[config.mk]
export PLATFORM = sky130hd
export DESIGN_NAME = regfile_sb_flat
export DESIGN_NICKNAME = d
export VERILOG_FILES = /design/src/rtl/regfile_pkg.sv /design/src/rtl/regfile_sb_if.sv /design/src/rtl/regfile_dump.sv /design/src/rtl/regfile_sb.sv /design/src/flat_wrapper.sv
export SDC_FILE = /design/constraint.sdc
export NUM_CORES = 2
export LEC_CHECK = 0
export ABC_CLOCK_PERIOD_IN_PS = 41000
export CORE_ASPECT_RATIO = 0.8
export CORE_MARGIN = 10
export CORE_UTILIZATION = 45
export DETAILED_ROUTE_END_ITERATION = 6
export GPL_TIMING_DRIVEN = 0
export PLACE_DENSITY = 0.7
export SYNTH_ARGS = -nofsm -noshare
export SYNTH_HDL_FRONTEND = slang
export SYNTH_SLANG_ARGS = --single-unit
[constraint.sdc]
create_clock -name clk -period 41 [get_ports clk]
set_clock_uncertainty 0.1 [all_clocks]
set_input_delay 10.25 -clock clk [delete_from_list [all_inputs] [get_ports clk]]
set_output_delay 10.25 -clock clk [all_outputs]
set_load 0.02 [all_outputs]
[src/rtl/regfile_pkg.sv]
// Shared types and default sizes for the integer register file and its dump engine.
// No logic; imported by every file of the block.
package regfile_pkg;

  localparam int DEF_XLEN  = 32;
  localparam int DEF_NREGS = 32;

  typedef enum logic {
    IDLE = 1'b0,
    DUMP = 1'b1
  } dump_state_e;

endpackage

[src/rtl/regfile_sb_if.sv]
// Read/write/issue/debug-dump signal bundle between the core and the register file.
// slave = register file side, master = core/debug side.
interface regfile_sb_if
  import regfile_pkg::*;
#(
  parameter int XLEN  = DEF_XLEN,
  parameter int NREGS = DEF_NREGS,
  parameter int NREAD = 2
);
  localparam int AW = $clog2(NREGS);

  logic [NREAD-1:0][AW-1:0]   ra;
  logic [NREAD-1:0][XLEN-1:0] rd;
  logic [NREAD-1:0]           rd_busy;
  logic                       we;
  logic [AW-1:0]              wa;
  logic [XLEN-1:0]            wd;
  logic                       iss_valid;
  logic [AW-1:0]              iss_rd;
  logic                       dbg_req;
  logic                       dbg_valid;
  logic                       dbg_ready;
  logic [AW-1:0]              dbg_idx;
  logic [XLEN-1:0]            dbg_data;
  logic                       dbg_done;

  modport slave (
    input  ra, we, wa, wd, iss_valid, iss_rd, dbg_req, dbg_ready,
    output rd, rd_busy, dbg_valid, dbg_idx, dbg_data, dbg_done
  );

  modport master (
    output ra, we, wa, wd, iss_valid, iss_rd, dbg_req, dbg_ready,
    input  rd, rd_busy, dbg_valid, dbg_idx, dbg_data, dbg_done
  );

endinterface

[src/rtl/regfile_dump.sv]
// Debug dump engine: streams registers 0..NREGS-1 as valid/ready beats, one per accepted cycle.
// Beat data is captured on load and held while dbg_ready is low; dbg_done pulses after the last beat.
module regfile_dump
  import regfile_pkg::*;
#(
  parameter int XLEN  = DEF_XLEN,
  parameter int NREGS = DEF_NREGS,
  localparam int AW   = $clog2(NREGS)
) (
  input  logic            clk,
  input  logic            rst,
  input  logic            dbg_req,
  input  logic            dbg_ready,
  output logic            dbg_valid,
  output logic [AW-1:0]   dbg_idx,
  output logic [XLEN-1:0] dbg_data,
  output logic            dbg_done,
  output logic [AW-1:0]   rd_idx,
  input  logic [XLEN-1:0] rd_data
);

  localparam logic [AW-1:0] LAST_IDX = AW'(NREGS - 1);

  dump_state_e     state_q, state_d;
  logic [AW-1:0]   idx_q, idx_d;
  logic [XLEN-1:0] data_q, data_d;
  logic            done_q, done_d;

  always_comb begin
    state_d   = state_q;
    idx_d     = idx_q;
    data_d    = data_q;
    done_d    = 1'b0;
    rd_idx    = '0;
    dbg_valid = 1'b0;
    case (state_q)
      IDLE: begin
        if (dbg_req) begin
          state_d = DUMP;
          idx_d   = '0;
          data_d  = rd_data;
        end
      end
      DUMP: begin
        dbg_valid = 1'b1;
        // Look ahead one register so the next beat loads on the accepting edge.
        if (idx_q != LAST_IDX) rd_idx = AW'(idx_q + 1'b1);
        if (dbg_ready) begin
          if (idx_q == LAST_IDX) begin
            state_d = IDLE;
            done_d  = 1'b1;
          end else begin
            idx_d  = AW'(idx_q + 1'b1);
            data_d = rd_data;
          end
        end
      end
      default: state_d = IDLE;
    endcase
  end

  always_ff @(posedge clk or posedge rst) begin
    if (rst) begin
      state_q <= IDLE;
      idx_q   <= '0;
      data_q  <= '0;
      done_q  <= 1'b0;
    end else begin
      state_q <= state_d;
      idx_q   <= idx_d;
      data_q  <= data_d;
      done_q  <= done_d;
    end
  end

  assign dbg_idx  = idx_q;
  assign dbg_data = data_q;
  assign dbg_done = done_q;

endmodule

[src/rtl/regfile_sb.sv]
// Integer register file: NREAD combinational read ports with write bypass, x0 = 0, pending-write scoreboard.
// Reads are 0-latency; the debug dump never stalls reads, writes or the scoreboard.
module regfile_sb
  import regfile_pkg::*;
#(
  parameter int XLEN  = DEF_XLEN,
  parameter int NREGS = DEF_NREGS,
  parameter int NREAD = 2
) (
  input logic         clk,
  input logic         rst,
  regfile_sb_if.slave bus
);

  localparam int AW = $clog2(NREGS);

  logic [XLEN-1:0]  regs_q [NREGS];
  logic [XLEN-1:0]  regs_d [NREGS];
  logic [NREGS-1:0] busy_q, busy_d;
  logic             wr_en;
  logic [AW-1:0]    dump_idx;
  logic [XLEN-1:0]  dump_dat;

  assign wr_en = bus.we && (bus.wa != '0);

  always_comb begin
    bus.rd      = '0;
    bus.rd_busy = '0;
    for (int i = 0; i < NREAD; i++) begin
      if (bus.ra[i] == '0)
        bus.rd[i] = '0;
      else if (wr_en && (bus.wa == bus.ra[i]))
        bus.rd[i] = bus.wd;
      else
        bus.rd[i] = regs_q[bus.ra[i]];
      // A writeback landing this cycle already resolves the hazard.
      bus.rd_busy[i] = busy_q[bus.ra[i]] & ~(bus.we && (bus.wa == bus.ra[i]));
    end
  end

  always_comb begin
    dump_dat = '0;
    if (dump_idx == '0)
      dump_dat = '0;
    else if (wr_en && (bus.wa == dump_idx))
      dump_dat = bus.wd;
    else
      dump_dat = regs_q[dump_idx];
  end

  always_comb begin
    regs_d = regs_q;
    if (wr_en) regs_d[bus.wa] = bus.wd;
  end

  always_comb begin
    busy_d = busy_q;
    if (wr_en) busy_d[bus.wa] = 1'b0;
    // A fresh issue to the same index outranks the older producer's writeback.
    if (bus.iss_valid && (bus.iss_rd != '0)) busy_d[bus.iss_rd] = 1'b1;
    busy_d[0] = 1'b0;
  end

  always_ff @(posedge clk or posedge rst) begin
    if (rst) begin
      for (int k = 0; k < NREGS; k++) regs_q[k] <= '0;
      busy_q <= '0;
    end else begin
      regs_q <= regs_d;
      busy_q <= busy_d;
    end
  end

  regfile_dump #(
    .XLEN  (XLEN),
    .NREGS (NREGS)
  ) u_dump (
    .clk       (clk),
    .rst       (rst),
    .dbg_req   (bus.dbg_req),
    .dbg_ready (bus.dbg_ready),
    .dbg_valid (bus.dbg_valid),
    .dbg_idx   (bus.dbg_idx),
    .dbg_data  (bus.dbg_data),
    .dbg_done  (bus.dbg_done),
    .rd_idx    (dump_idx),
    .rd_data   (dump_dat)
  );

endmodule

[src/flat_wrapper.sv]
// flat-port wrapper written by rule: the top's interface ports become plain ports
module regfile_sb_flat import regfile_pkg::*;
#(
  parameter int XLEN  = DEF_XLEN,
  parameter int NREGS = DEF_NREGS,
  parameter int NREAD = 2
)
  (clk, rst, bus_ra, bus_we, bus_wa, bus_wd, bus_iss_valid, bus_iss_rd, bus_dbg_req, bus_dbg_ready, bus_rd, bus_rd_busy, bus_dbg_valid, bus_dbg_idx, bus_dbg_data, bus_dbg_done);
  regfile_sb_if #(.XLEN(XLEN), .NREGS(NREGS), .NREAD(NREAD)) bus_i ();
  input logic clk;
  input logic rst;
  input wire logic [$bits(bus_i.ra)-1:0] bus_ra;
  input wire logic [$bits(bus_i.we)-1:0] bus_we;
  input wire logic [$bits(bus_i.wa)-1:0] bus_wa;
  input wire logic [$bits(bus_i.wd)-1:0] bus_wd;
  input wire logic [$bits(bus_i.iss_valid)-1:0] bus_iss_valid;
  input wire logic [$bits(bus_i.iss_rd)-1:0] bus_iss_rd;
  input wire logic [$bits(bus_i.dbg_req)-1:0] bus_dbg_req;
  input wire logic [$bits(bus_i.dbg_ready)-1:0] bus_dbg_ready;
  output wire logic [$bits(bus_i.rd)-1:0] bus_rd;
  output wire logic [$bits(bus_i.rd_busy)-1:0] bus_rd_busy;
  output wire logic [$bits(bus_i.dbg_valid)-1:0] bus_dbg_valid;
  output wire logic [$bits(bus_i.dbg_idx)-1:0] bus_dbg_idx;
  output wire logic [$bits(bus_i.dbg_data)-1:0] bus_dbg_data;
  output wire logic [$bits(bus_i.dbg_done)-1:0] bus_dbg_done;
  assign bus_i.ra = bus_ra;
  assign bus_i.we = bus_we;
  assign bus_i.wa = bus_wa;
  assign bus_i.wd = bus_wd;
  assign bus_i.iss_valid = bus_iss_valid;
  assign bus_i.iss_rd = bus_iss_rd;
  assign bus_i.dbg_req = bus_dbg_req;
  assign bus_i.dbg_ready = bus_dbg_ready;
  assign bus_rd = bus_i.rd;
  assign bus_rd_busy = bus_i.rd_busy;
  assign bus_dbg_valid = bus_i.dbg_valid;
  assign bus_dbg_idx = bus_i.dbg_idx;
  assign bus_dbg_data = bus_i.dbg_data;
  assign bus_dbg_done = bus_i.dbg_done;
  regfile_sb #(.XLEN(XLEN), .NREGS(NREGS), .NREAD(NREAD)) u_core (.clk(clk), .rst(rst), .bus(bus_i));
endmodule
==> results_dict.tcl <==
set metrics [dict create \
    fp.dieW_um 452.0 \
    endpoint_kind "output pin" \
    max_cap_viol_count 24 \
    highest-signal-layer "met5" \
    clkSlewWorstSetupHoldPaths_ns 0.06 \
    numPlacedInstances 7169 \
    rsz0062_at_grt "no" \
    leak_pwr_nw 31.72 \
    nFillCells 12900 \
    totalWireLength_mm 406.2 \
    postSynthRegisterBits 1094 \
    cp_cell_sequence "clkdlybuf4s50_1, clkbuf_1, buf_1, buf_2, mux2i_1, nand2_1, o211ai_1, o221ai_1, clkdlybuf4s50_1" \
    report.final.hold_viol_count 0 \
    cts-resized-gates 0 \
    cp_data_arrival_time_ns 16.36 \
    instances_no_fill 7485 \
    drt_first_iter_violations 11553 \
    ys_top_cells_by_area "dfrtp_1, mux4_2, mux2_2" \
    post-route-cell-area_um2 76580 \
    met3WireLength_mm 78.41 \
    post-synth-top-area-cell "dfrtp_1" \
    boundaryPins 163 \
    synthMostInstantiatedCell "mux2_2" \
    ir_drop_mv 0.07047 \
    placeableCoreArea_um2 147900 \
    cts_hold_buffers 0 \
    syn_avg_cell_area_um2 13.44 \
    most_repeated_library_cell_on_the_critical_path "clkdlybuf4s50_1" \
    cp-start-kind "input port" \
    die_height_um 365.6 \
    min_period_ns 26.71 \
    final_worst_hold_slack_ns 0.3866 \
    post_syn_nets 5059 \
    worst_slew_pin_slew_ns 1.794 \
    tritoncts "done" \
    setup-tns-final_ns 0 \
    preCtsSetupSlack_ns 14.91 \
    synth.lib_cells_used.distinct 67 \
    areaGrowthSynthToFinish_pct 13.98 \
    slew_violations 225 \
    clock_insertion_delay_worst_skew_ns 0.83 \
    numCtsBuffers 120 \
    postRouteAntennaNets 0 \
    total_power_of_the_final_layout_mw 6.462 \
    worstPathMaxFanout 10 \
    routedLengthMet1_mm 146.4 \
    post_cts_buffers 0 \
    ctsHtreeMaxLevel 3 \
    globalRouteTotalUtil 0.4772 \
    fp.dieArea_um2 165300 \
    critical_path.slowest_cell "buf_1" \
    fin_ws_ns 14.29 \
    finalNetCount 5372 \
    power_frac_seq 0.240 \
    yosys_warnings 0 \
    placedInstanceArea_um2 71930 \
    largest_net_degree_at_the_start_of_global_routing 44 \
    internal-power_mw 3.056 \
    port_buffers 153 \
    power.combinational.fraction 0.569 \
    power_switching_share 0.5270 \
    tritoncts_num_sinks 1094 \
    grt_antenna_before_repair 71 \
    synth.top_cell.area_share 0.4075 \
    asr_flop_ratio_synth 1.000 \
    firstDrtPassIters 7 \
    detail_route.vias_per_cell 7.937 \
    grt_pass1_wl_mm 524.2 \
    synth.cell_area_um2 67190 \
    postSynthCellCount 4999 \
    relSlewSlack -0.1958 \
    crit_required_ns 30.65 \
    setup.worst_path.class "input port to output pin" \
    cts_max_path_buffers 3 \
    global_route.overflow_total 0 \
    initial_utilization 0.4544 \
    drc 59 \
    synth_commonest_cells "mux2_2, dfrtp_1, mux4_2" \
    globalplace.congestion 1.098 \
    total_switching_power_mw 3.406 \
    violated_checks "DRC, capacitance limit, slew limit" \
    synth_enable_flop_cells 0 \
    hpwl_mm 296.5 \
    drive_above_1_share 0.4190 \
    power_frac_clock 0.191 \
    first_global_vias 54194 \
    p_per_area_nw_per_um2 84.38 \
    timing.hold.worst.class "register to register" \
    row_count 126 \
    met2_wirelength_from_detailed_routing_mm 148.6 \
    peak_freq_mhz 37.45 \
    postLayoutCoreUtil 0.5179 \
    dominantRegCellSynth "dfrtp_1" \
    period_share 0.6513 \
    routed_wire_length_per_instance_um 54.27 \
    delay_of_the_slowest_cell_on_the_worst_path_ns 1.12 \
    num_vias 59408 \
    outcome "finished, violations left" \
    finalSetupViolations 0 \
    clock_tree.root_cell "clkbuf_16" \
    synth_sequential_area_ratio 0.4075 \
]
-- power by group through the flow --
stage          Sequential, mW  Combinational [mW]  Clock (mW)
6_report                 1.55                3.68        1.24
4_1_cts                  1.53                3.27        1.22
5_1_grt                  1.56                3.49        1.27
3_5_place_dp             1.54                3.26           0
3_3_place_gp             1.54                3.22           0
2_1_floorplan            1.48                1.59           0
-- critical path: cells and delay by family --
family	cells	cell delay (ns)
AO/OA/AOI/OAI	2	1.03
buffers and inverters	5	4.53
multiplexers	1	0.32
AND/OR/NAND/NOR	1	0.19
-- registers in the layout, indices dropped and copies added, names as in the netlist --
register,flops
u_core.regs_q,1024
u_core.u_dump.dbg_done,1
u_core.u_dump.dbg_idx,5
u_core.busy_q,31
u_core.u_dump.state_q,1
u_core.u_dump.dbg_data,32
-- layer usage --
metal,GRT usage,vias to the layer above
met5,0.07810,-
met4,0.2855,72
met3,0.3472,1546
met2,0.5842,6400
met1,0.5831,31026
li1,-,20364
-- path summary, 6_finish.rpt --
path / end / cells after the start / slack, ns / start
max reg2reg: u_core.u_dump.dbg_data[8] / 11 / 33.52 / u_core.u_dump.dbg_idx[0]
min in group asynchronous: u_core.regs_q[6] / 2 / 9.78 / rst
min reg2reg: u_core.u_dump.dbg_data[0] / 2 / 0.39 / u_core.u_dump.dbg_data[0]
max: bus_rd[42] / 9 / 14.29 / bus_ra[7]
max in group asynchronous: u_core.regs_q[949] / 9 / 28.65 / rst
min: u_core.u_dump.dbg_data[0] / 2 / 0.39 / u_core.u_dump.dbg_data[0]
-- logic make-up after synthesis --
logic type      share of synthesized area
compound gates                    0.08639
simple gates                      0.03508
flops                              0.4075
fa+ha+maj                       0.0003724
buf+inv                           0.04043
mux                                0.4282
xor+xnor                         0.002067
-- cell type report --
cell class | instances | area, µm² | share of cell area
multi-input cells | 3283 | 37100 | 0.4845
flip-flops and latches | 1094 | 27380 | 0.3575
clock buffers | 160 | 3426 | 0.04473
plain buffers | 586 | 2634 | 0.03439
well taps | 1984 | 2482 | 0.03241
repair buffers | 191 | 2282 | 0.02980
clock inverters | 56 | 903.4 | 0.01180
diodes | 95 | 237.7 | 0.003104
inverters | 36 | 138.9 | 0.001813
-- cell usage in the layout (no fill, tap or decap), drive strengths merged, types with 11 or more instances in the layout --
cell type      instances
mux2                1112
dfrtp               1094
mux4                 616
clkbuf               430
buf                  354
nand2                303
mux2i                236
o21ai                156
o211ai               154
clkdlybuf4s50        153
o221ai               125
diode                 95
a2bb2oi               90
o22ai                 79
nor2                  53
nand3                 49
inv                   39
a21oi                 38
nand2b                35
a22oi                 35
clkinv                24
o22a                  22
o2111ai               21
bufinv                21
a22o                  19
and2                  13
nor3                  13
a32oi                 11
Note: power is estimated with default switching activity, not from simulation.
